File: src/rtl/wide_add_seq_if.sv
// wide_add_seq_if: request, result and CLA-slice signals of the wide add/sub sequencer.
interface wide_add_seq_if #(
    parameter int SLICE_W    = 16,
    parameter int NUM_SLICES = 4
);
    localparam int DATA_W = SLICE_W * NUM_SLICES;
    logic              in_valid;
    logic              in_ready;
    logic [DATA_W-1:0] a;
    logic [DATA_W-1:0] b;
    logic              sub;
    logic              out_valid;
    logic              out_ready;
    logic [DATA_W-1:0] sum;
    logic              c_out;
    logic              ovf;
    logic              zero;
    logic [SLICE_W-1:0] slice_a;
    logic [SLICE_W-1:0] slice_b;
    logic              slice_cin;
    logic [SLICE_W-1:0] slice_sum;
    logic              slice_cout;

    modport slave (
        input  in_valid, a, b, sub, out_ready, slice_sum, slice_cout,
        output in_ready, out_valid, sum, c_out, ovf, zero, slice_a, slice_b, slice_cin
    );

    modport master (
        output in_valid, a, b, sub, out_ready, slice_sum, slice_cout,
        input  in_ready, out_valid, sum, c_out, ovf, zero, slice_a, slice_b, slice_cin
    );
endinterface

File: src/rtl/wide_add_seq.sv
// wide_add_seq: DATA_W-bit add/subtract sequenced LSB-slice first over an external SLICE_W-bit CLA slice.
module wide_add_seq #(
    parameter int SLICE_W    = 16,
    parameter int NUM_SLICES = 4
) (
    input  logic           clk,
    input  logic           rst_n,
    wide_add_seq_if.slave  bus
);
    localparam int DATA_W = SLICE_W * NUM_SLICES;
    localparam int IDX_W  = NUM_SLICES > 1 ? $clog2(NUM_SLICES) : 1;
    localparam logic [IDX_W-1:0] LAST = IDX_W'(NUM_SLICES - 1);

    typedef enum logic [1:0] {IDLE, RUN, DONE} state_t;

    state_t            r_state;
    logic [IDX_W-1:0]  r_idx;
    logic              r_carry;
    logic              r_in_ready;
    logic              r_out_valid;
    logic [DATA_W-1:0] r_a;
    logic [DATA_W-1:0] r_b;
    logic [DATA_W-1:0] r_sum;
    logic              w_run;

    assign w_run = r_state == RUN;

    // b is stored pre-inverted for subtract so the slice always adds; the +1 rides in on carry
    always_ff @(posedge clk or negedge rst_n) begin
        if (!rst_n) begin
            r_state     <= IDLE;
            r_idx       <= '0;
            r_carry     <= 1'b0;
            r_in_ready  <= 1'b1;
            r_out_valid <= 1'b0;
            r_a         <= '0;
            r_b         <= '0;
            r_sum       <= '0;
        end else begin
            case (r_state)
                IDLE: if (bus.in_valid) begin
                    r_a        <= bus.a;
                    r_b        <= bus.sub ? ~bus.b : bus.b;
                    r_carry    <= bus.sub;
                    r_idx      <= '0;
                    r_in_ready <= 1'b0;
                    r_state    <= RUN;
                end
                RUN: begin
                    r_sum[r_idx*SLICE_W +: SLICE_W] <= bus.slice_sum;
                    r_carry <= bus.slice_cout;
                    if (r_idx == LAST) begin
                        r_out_valid <= 1'b1;
                        r_state     <= DONE;
                    end else begin
                        r_idx <= r_idx + 1'b1;
                    end
                end
                DONE: if (bus.out_ready) begin
                    r_out_valid <= 1'b0;
                    r_in_ready  <= 1'b1;
                    r_state     <= IDLE;
                end
                default: r_state <= IDLE;
            endcase
        end
    end

    assign bus.in_ready  = r_in_ready;
    assign bus.out_valid = r_out_valid;
    assign bus.sum       = r_sum;
    assign bus.c_out     = r_carry;
    assign bus.zero      = ~|r_sum;
    assign bus.ovf       = (r_a[DATA_W-1] == r_b[DATA_W-1]) && (r_sum[DATA_W-1] != r_a[DATA_W-1]);
    assign bus.slice_a   = w_run ? r_a[r_idx*SLICE_W +: SLICE_W] : '0;
    assign bus.slice_b   = w_run ? r_b[r_idx*SLICE_W +: SLICE_W] : '0;
    assign bus.slice_cin = w_run & r_carry;
endmodule

File: src/flat_wrapper.sv
// flat-port wrapper written by rule: the top's interface ports become plain ports
module wide_add_seq_flat 
#(
    parameter int SLICE_W    = 16,
    parameter int NUM_SLICES = 4
)
  (clk, rst_n, bus_in_valid, bus_a, bus_b, bus_sub, bus_out_ready, bus_slice_sum, bus_slice_cout, bus_in_ready, bus_out_valid, bus_sum, bus_c_out, bus_ovf, bus_zero, bus_slice_a, bus_slice_b, bus_slice_cin);
  wide_add_seq_if #(.SLICE_W(SLICE_W), .NUM_SLICES(NUM_SLICES)) bus_i ();
  input  logic clk;
  input  logic rst_n;
  input wire logic [$bits(bus_i.in_valid)-1:0] bus_in_valid;
  input wire logic [$bits(bus_i.a)-1:0] bus_a;
  input wire logic [$bits(bus_i.b)-1:0] bus_b;
  input wire logic [$bits(bus_i.sub)-1:0] bus_sub;
  input wire logic [$bits(bus_i.out_ready)-1:0] bus_out_ready;
  input wire logic [$bits(bus_i.slice_sum)-1:0] bus_slice_sum;
  input wire logic [$bits(bus_i.slice_cout)-1:0] bus_slice_cout;
  output wire logic [$bits(bus_i.in_ready)-1:0] bus_in_ready;
  output wire logic [$bits(bus_i.out_valid)-1:0] bus_out_valid;
  output wire logic [$bits(bus_i.sum)-1:0] bus_sum;
  output wire logic [$bits(bus_i.c_out)-1:0] bus_c_out;
  output wire logic [$bits(bus_i.ovf)-1:0] bus_ovf;
  output wire logic [$bits(bus_i.zero)-1:0] bus_zero;
  output wire logic [$bits(bus_i.slice_a)-1:0] bus_slice_a;
  output wire logic [$bits(bus_i.slice_b)-1:0] bus_slice_b;
  output wire logic [$bits(bus_i.slice_cin)-1:0] bus_slice_cin;
  assign bus_i.in_valid = bus_in_valid;
  assign bus_i.a = bus_a;
  assign bus_i.b = bus_b;
  assign bus_i.sub = bus_sub;
  assign bus_i.out_ready = bus_out_ready;
  assign bus_i.slice_sum = bus_slice_sum;
  assign bus_i.slice_cout = bus_slice_cout;
  assign bus_in_ready = bus_i.in_ready;
  assign bus_out_valid = bus_i.out_valid;
  assign bus_sum = bus_i.sum;
  assign bus_c_out = bus_i.c_out;
  assign bus_ovf = bus_i.ovf;
  assign bus_zero = bus_i.zero;
  assign bus_slice_a = bus_i.slice_a;
  assign bus_slice_b = bus_i.slice_b;
  assign bus_slice_cin = bus_i.slice_cin;
  wide_add_seq #(.SLICE_W(SLICE_W), .NUM_SLICES(NUM_SLICES)) u_core (.clk(clk), .rst_n(rst_n), .bus(bus_i));
endmodule
File: config.mk
export PLATFORM = sky130hd
export DESIGN_NAME = wide_add_seq_flat
export DESIGN_NICKNAME = d
export VERILOG_FILES = /design/src/rtl/wide_add_seq_if.sv /design/src/rtl/wide_add_seq.sv /design/src/flat_wrapper.sv
export SDC_FILE = /design/constraint.sdc
export NUM_CORES = 1
export LEC_CHECK = 0
export ABC_AREA = 1
export CAP_MARGIN = 20
export CORE_MARGIN = 2
export CORE_UTILIZATION = 25
export CTS_CLUSTER_SIZE = 10
export DETAILED_ROUTE_END_ITERATION = 10
export PLACE_DENSITY = 0.43
export SLEW_MARGIN = 5
export SYNTH_ARGS = -nofsm -noshare
export SYNTH_HDL_FRONTEND = slang
export SYNTH_SLANG_ARGS = --single-unit
File: constraint.sdc
create_clock -name clk -period 2.77 [get_ports clk]
set_clock_uncertainty 0.05 [all_clocks]
set_input_delay 0.831 -clock clk [delete_from_list [all_inputs] [get_ports clk]]
set_output_delay 0.831 -clock clk [all_outputs]
set_load 0.02 [all_outputs]
==> flow_metrics.tcl <==
set metrics [dict create \
    hold_violations 0 \
    area_growth_pct 37.8 \
    n_fill_cell 4114 \
    grt_max_degree 80 \
    cp.required_ns 1.89 \
    synthCells 1163 \
    design_area_um2 13300 \
    via_per_inst 4.35 \
    die_h_um 201 \
    multi_input_area_um2 4040 \
    synth_cell_types 28 \
    leakagePower_nw 5.96 \
    nets 1543 \
    pin_count 252 \
    grt_antenna_before_repair 2 \
    dp_cells 1885 \
    relSlewSlack 0.414 \
    cts_buffers 17 \
    startpoint_type "flop" \
    dr.pass1.iters 5 \
    post-route-period-util 0.983 \
    layoutNonFillerInstCount 1920 \
    dieArea_um2 40200 \
    crit_fanout 27 \
    grt_pass1_vias 8276 \
    internal-power_mw 8.36 \
    critical_path_class "flop to primary output" \
    tightestPinTransition_ns 0.878 \
    grt.total_usage 0.161 \
    outcome "finished clean" \
    clockRootBuffer "clkbuf_16" \
    hold_class "input port to async pin" \
    wl_per_cell_um 16.7 \
    utilization 0.347 \
    pwr-share-seq 0.335 \
    slew_violations 0 \
    cts_tree "yes" \
    initial_core_util 0.252 \
    synth.avg_cell_area_um2 8.31 \
    synth-seq-area-share 0.515 \
    vdd_drop_max_v 0.000456 \
    p_switching_mw 6.66 \
    reg2reg_depth 7 \
    register_area_um2 4980 \
    rsz0062_at_grt "yes" \
    port_buffers 251 \
    mostFrequentLayoutCells "nand2_1 (299), clkdlybuf4s50_1 (214), dfrtp_1 (197), o21ai_0 (177), nor2_1 (157)" \
    wl_um 32100 \
    pwr-share-clk 0.173 \
    drcViolationCount 0 \
    tns_ns 0 \
    ys_ff_latch 199 \
    vias 8352 \
    ys.warnings.count 0 \
    cts_max_level 4 \
    end_kind "primary output" \
    period_needed_ns 2.72 \
    preCtsSetupSlack_ns 0.0380 \
    core-area_um2 38400 \
    dpl_cell_area_um2 12800 \
    setup_viol 0 \
    place_hpwl_um 23400 \
    drt.antenna.violating_nets 0 \
    comb_power_share 0.492 \
    first_iter_violations 468 \
    die_w_um 201 \
    place.gp.congestion 0.803 \
    crit_arrival_ns 1.84 \
    final_common_cell "nand2_1" \
    r2r_slack_ns 0.29 \
    globalRouteOverflowTotal 0 \
    power_density_nw_per_um2 1130 \
    max-cap-violations 0 \
    clock_path_buffers 2 \
    synth_nets 1319 \
    sw_frac_of_total 0.443 \
    synthesis.area_um2 9660 \
    clk_latency_ns 0.45 \
    final.setup.worst_slack_ns 0.0458 \
    grt_pass1_wl_um 50100 \
    rows 72 \
    max_freq_ghz 0.367 \
    path_clk_slew_ns 0.09 \
    layout-drive-gt1-share 0.0843 \
    cts.sinks 199 \
]
-- worst max-delay path: stages, from the launching register on --
cell	delay (ns)
dfrtp_4	0.54
inv_4	0.10
buf_12	0.16
buf_6	0.13
o21ai_0	0.10
a21oi_1	0.18
buf_4	0.17
-- worst paths after layout --
kind                                  from                   to
max in group asynchronous            rst_n  u_core.bus.in_ready
max reg2reg                u_core.r_idx[0]   u_core.bus.sum[50]
max                        u_core.r_idx[0]       bus_slice_b[9]
min                                  rst_n       u_core.r_a[41]
min in group clk            u_core.r_a[28]       u_core.r_a[28]
min reg2reg                 u_core.r_a[28]       u_core.r_a[28]
-- sequential cells by signal, indices dropped and copies added, names as in the netlist --
name	flops
u_core.bus.c_out	1
u_core.bus.in_ready	1
u_core.bus.out_valid	1
u_core.bus.sum	64
u_core.r_a	64
u_core.r_b	64
u_core.r_idx	2
u_core.r_state	2
-- final cells by class --
class | count | share of cell area
Multi-Input combinational cell | 824 | 0.303
Antenna cell | 2 | 0.000376
Clock buffer | 18 | 0.0330
Sequential cell | 199 | 0.374
Tap cell | 518 | 0.0487
Clock inverter | 14 | 0.0118
Timing Repair Buffer | 279 | 0.210
Inverter | 66 | 0.0188
-- per-layer routing --
metal,vias to the layer above,share of wire,wire [um],track usage
met3,14,0.047,1510,0.0338
li1,4171,-,-,-
met2,202,0.43,13900,0.233
met1,3965,0.51,16400,0.243
met5,-,0,0,0
met4,0,0.011,346,0.0421
-- synth_stat cells (all sizes together) --
master    n  area share
nand2   300        0.12
dfrtp   198        0.51
inv      66       0.026
a21oi    36       0.019
buf      55       0.037
o21ai   196        0.10
dfstp     1      0.0027
o211ai    1     0.00078
nand3    19       0.012
xnor2    64       0.058
o22ai    33       0.021
nand4     6      0.0070
clkbuf   19      0.0075
ha        6      0.0078
nor2    163       0.069
-- timing repair --
item | 4_1_cts | 5_1_grt
hold buffers | 0 | 0
endpoints found under the setup margin | 35 | 29
pin swaps | 5 | 8
gates resized for setup | 144 | 29
cloned | 1 | 0
buffers inserted | 1 | 0
-- power by group through the flow --
| stage | Sequential, mW | Clock [mW] | Combinational [mW] |
|---|---|---|---|
| 2_1_floorplan | 5.19 | 0 | 4.17 |
| 3_3_place_gp | 5.09 | 0 | 7.56 |
| 3_5_place_dp | 5.04 | 0 | 7.63 |
| 4_1_cts | 5.02 | 2.67 | 7.47 |
| 5_1_grt | 5.20 | 2.79 | 8.23 |
| 6_report | 5.03 | 2.59 | 7.39 |
-- stage by stage --
step	hold WS (ns)	power, mW
detailed placement	0.410	12.7
finish	0.317	15.0
global placement	0.406	12.6
global route	0.340	16.2
floorplan	0.394	9.36
CTS	0.323	15.2
-- kinds of logic after synthesis --
logic type,after synthesis,share of synthesized area
fa+ha+maj,6,0.00777
flops,199,0.515
buf+inv,140,0.0700
xor+xnor,64,0.0580
simple gates,488,0.206
compound gates,266,0.143
Power figures use the tool's default switching activity.
==> edit: new RTL, same flow settings <==
Put a register stage on the output `bus.ovf`, without a reset. The value now appears one clock later.
--- a/src/rtl/wide_add_seq.sv
+++ b/src/rtl/wide_add_seq.sv
@@ -72,5 +72,7 @@
     assign bus.c_out     = r_carry;
     assign bus.zero      = ~|r_sum;
-    assign bus.ovf       = (r_a[DATA_W-1] == r_b[DATA_W-1]) && (r_sum[DATA_W-1] != r_a[DATA_W-1]);
+    always_ff @(posedge clk) begin
+        bus.ovf <= (r_a[DATA_W-1] == r_b[DATA_W-1]) && (r_sum[DATA_W-1] != r_a[DATA_W-1]);
+    end
     assign bus.slice_a   = w_run ? r_a[r_idx*SLICE_W +: SLICE_W] : '0;
     assign bus.slice_b   = w_run ? r_b[r_idx*SLICE_W +: SLICE_W] : '0;
Check against the original RTL: not equivalent (a bounded check fails within 4 cycles, from zero or initial values and one cycle with rst_n low).
==> edit against the original RTL <==
The run now ends with negative setup slack left; design area increased by 4.2%; wire length increased by 4.9%; global-route usage increased by 0.44 points; total power increased by 7.3%; worst setup slack got worse by 0.10 ns; area after synthesis increased by 0.21%; sequential power increased by 2%; sequential cell count increased by 1.
==> edit: results (changes against the original RTL) <==
Run status
The run finished, with violations left. The final reports fail on negative setup slack.

Pwr
The highest ir drop seen on vdd was 0.483 mV (+5.9%). The reported leakage power is 6.17 nW (+3.4%).

Critical path
The kind of cell adding the most delay to the critical path is buffers and inverters. The slack of the worst reg-to-reg path is 0.43 ns (+0.14 ns). For this design, the slowest cell found on the critical path is sky130_fd_sc_hd__dfrtp_4.

The top fanout value on the critical path is 5 (-81%). The arrival time of data at the critical path endpoint is 1.95 ns (+0.11 ns). In this design, the stage delay of the slowest critical-path cell is 0.53 ns.

Place
The worst-case setup slack after placement is 0.0327 ns (-0.00529 ns). The count of input and output buffers came to 251 (unchanged). The final HPWL from detailed placement came to 23.7 mm (+1.1%). The placed standard-cell area came to 0.0128 sq mm (about the same). The number of placed instances with taps included is 1,888 (+0.16%).

The last weighted congestion value of the routability-driven placer is 0.778 (-3.1%).

Global route
The largest net degree at the start of global routing came to 77 (-3.8%). The overall routing resource usage came to 16.6% (+0.44 points). The initial antenna violation count is 2 (unchanged).

The global-route wire length before repair came to 51.8 mm (+3.4%). The number of global-route vias before repair is 8,486 (+2.5%).

STA
The relative slew slack is 50.6% (+9.2 points). The post-layout worst setup margin was -0.0592 ns (-0.105 ns). The aggregate negative setup slack was -0.144 ns (-0.144 ns). The number of endpoints failing setup at the final stage came to 6 (+6).

Finish
The fraction of layout cells with a size suffix above 1 is 12.1% (+3.6 points). The number of nets in the final layout is 1,560 (+1.1%).

Logic synthesis
After synthesis, the most frequently instantiated cells are 299 x sky130_fd_sc_hd__nand2_1, 198 x sky130_fd_sc_hd__dfrtp_1, 183 x sky130_fd_sc_hd__o21ai_0, 159 x sky130_fd_sc_hd__nor2_1, 64 x sky130_fd_sc_hd__xnor2_1. The count of yosys warnings during synthesis is 0 (unchanged). The async set-reset flop share out of synthesis was 99.5% (-0.50 points). The post-synthesis net count was 1,320 (+0.076%). The distinct cell type count of the synthesized netlist is 29 (+3.6%). By area the synthesized netlist is led by sky130_fd_sc_hd__dfrtp_1 51%, sky130_fd_sc_hd__nand2_1 12%, sky130_fd_sc_hd__o21ai_0 9.5%. The fraction of the yosys area taken by sequential cells is 51.6% (+0.10 points).

The number of standard cells after synthesis came to 1,164 (+0.086%). The most used flip-flop cell after synthesis is sky130_fd_sc_hd__dfrtp_1.

CTS
The number of buffers inserted during clock tree synthesis is 17 (unchanged). The clock root buffer master is sky130_fd_sc_hd__clkbuf_16. The maximum buffer depth of the clock tree was 2 (unchanged). The clock input transition at the sequential cells of the worst setup and hold paths is 0.08 ns. The H-tree depth is 4 (unchanged).

The clock latency reported for the late side of the worst-skew pair is 0.45 ns (about the same).

Drt
The routed via count divided by cell count is 4.37 (+0.48%). The number of iterations in the first detailed-routing pass is 5 (unchanged). The average wire per cell in the routed design was 17.4 microns (+4.0%). The first-iteration detailed-routing DRC count is 560 (+20%). The total detailed-routing wirelength is 33.7 mm (+4.9%).

Worst hold path
The min-delay analysis places its worst path in the category in2async.
## edit: cell count changes after synthesis
| cell | delta |
|---|---|
| sky130_fd_sc_hd__dfxtp_1 | +1 |
## edit: per-layer routing
metal	vias up	routed length (microns)	share of wire, %	GRT usage, %
li1	4212	-	-	-
met1	4002	16700	50	24.6
met2	229	14900	44	24.9
met3	17	1830	5.4	3.43
met4	2	279	0.83	3.25
met5	-	13	0.039	0
## edit: what timing repair did
action / in CTS / in global routing
setup endpoints to repair: 34 / 31
pin swaps: 5 / 39
buffers inserted: 1 / 5
resized for setup: 146 / 141
gates cloned: 2 / 8
## edit: stage by stage
| stage | power (mW) | hold slack, ns | util [%] |
|---|---|---|---|
| after floorplan | 9.38 | 0.394 | - |
| after global placement | 12.7 | 0.407 | 33.2 |
| after detailed placement | 12.7 | 0.410 | 33.2 |
| after CTS | 15.4 | 0.311 | 34.9 |
| after global routing | 17.3 | 0.317 | 36.1 |
| final | 16.1 | 0.295 | 36.1 |
## edit: kinds of logic after synthesis
group                    after synthesis  share of synthesized area [%]
buffers and inverters                140                           6.99
adder cells (fa/ha/maj)                6                          0.775
AO/OA/AOI/OAI                        266                           14.3
AND/OR/NAND/NOR                      488                           20.5
XOR/XNOR                              64                           5.79
flip-flops                           200                           51.6
## edit: path summary, 6_finish.rpt
check / from / to / cells after the start
worst max-delay path: u_core.r_idx[0] / bus_slice_b[8] / 8
worst min-delay path: rst_n / u_core.bus.sum[1] / 1
worst max register to register: u_core.r_idx[0] / u_core.bus.sum[50] / 7
worst min register to register: u_core.r_a[53] / u_core.r_a[53] / 2
max in group asynchronous: rst_n / u_core.bus.in_ready / 2
min in group clk: u_core.r_a[53] / u_core.r_a[53] / 2
## edit: final cells by class
cell class	count	area [sq um]
antenna	1	2.50
clock buffer	17	425
clock inverter	15	184
fill	4080	24600
inverter	66	274
multi-input combinational	824	4190
sequential	200	5010
tap	518	648
timing repair buffer	295	3140
## edit: power breakdown
part	switching [mW]	internal, mW
sequential	0.937	4.20
clock	1.33	1.30
combinational	4.86	3.50
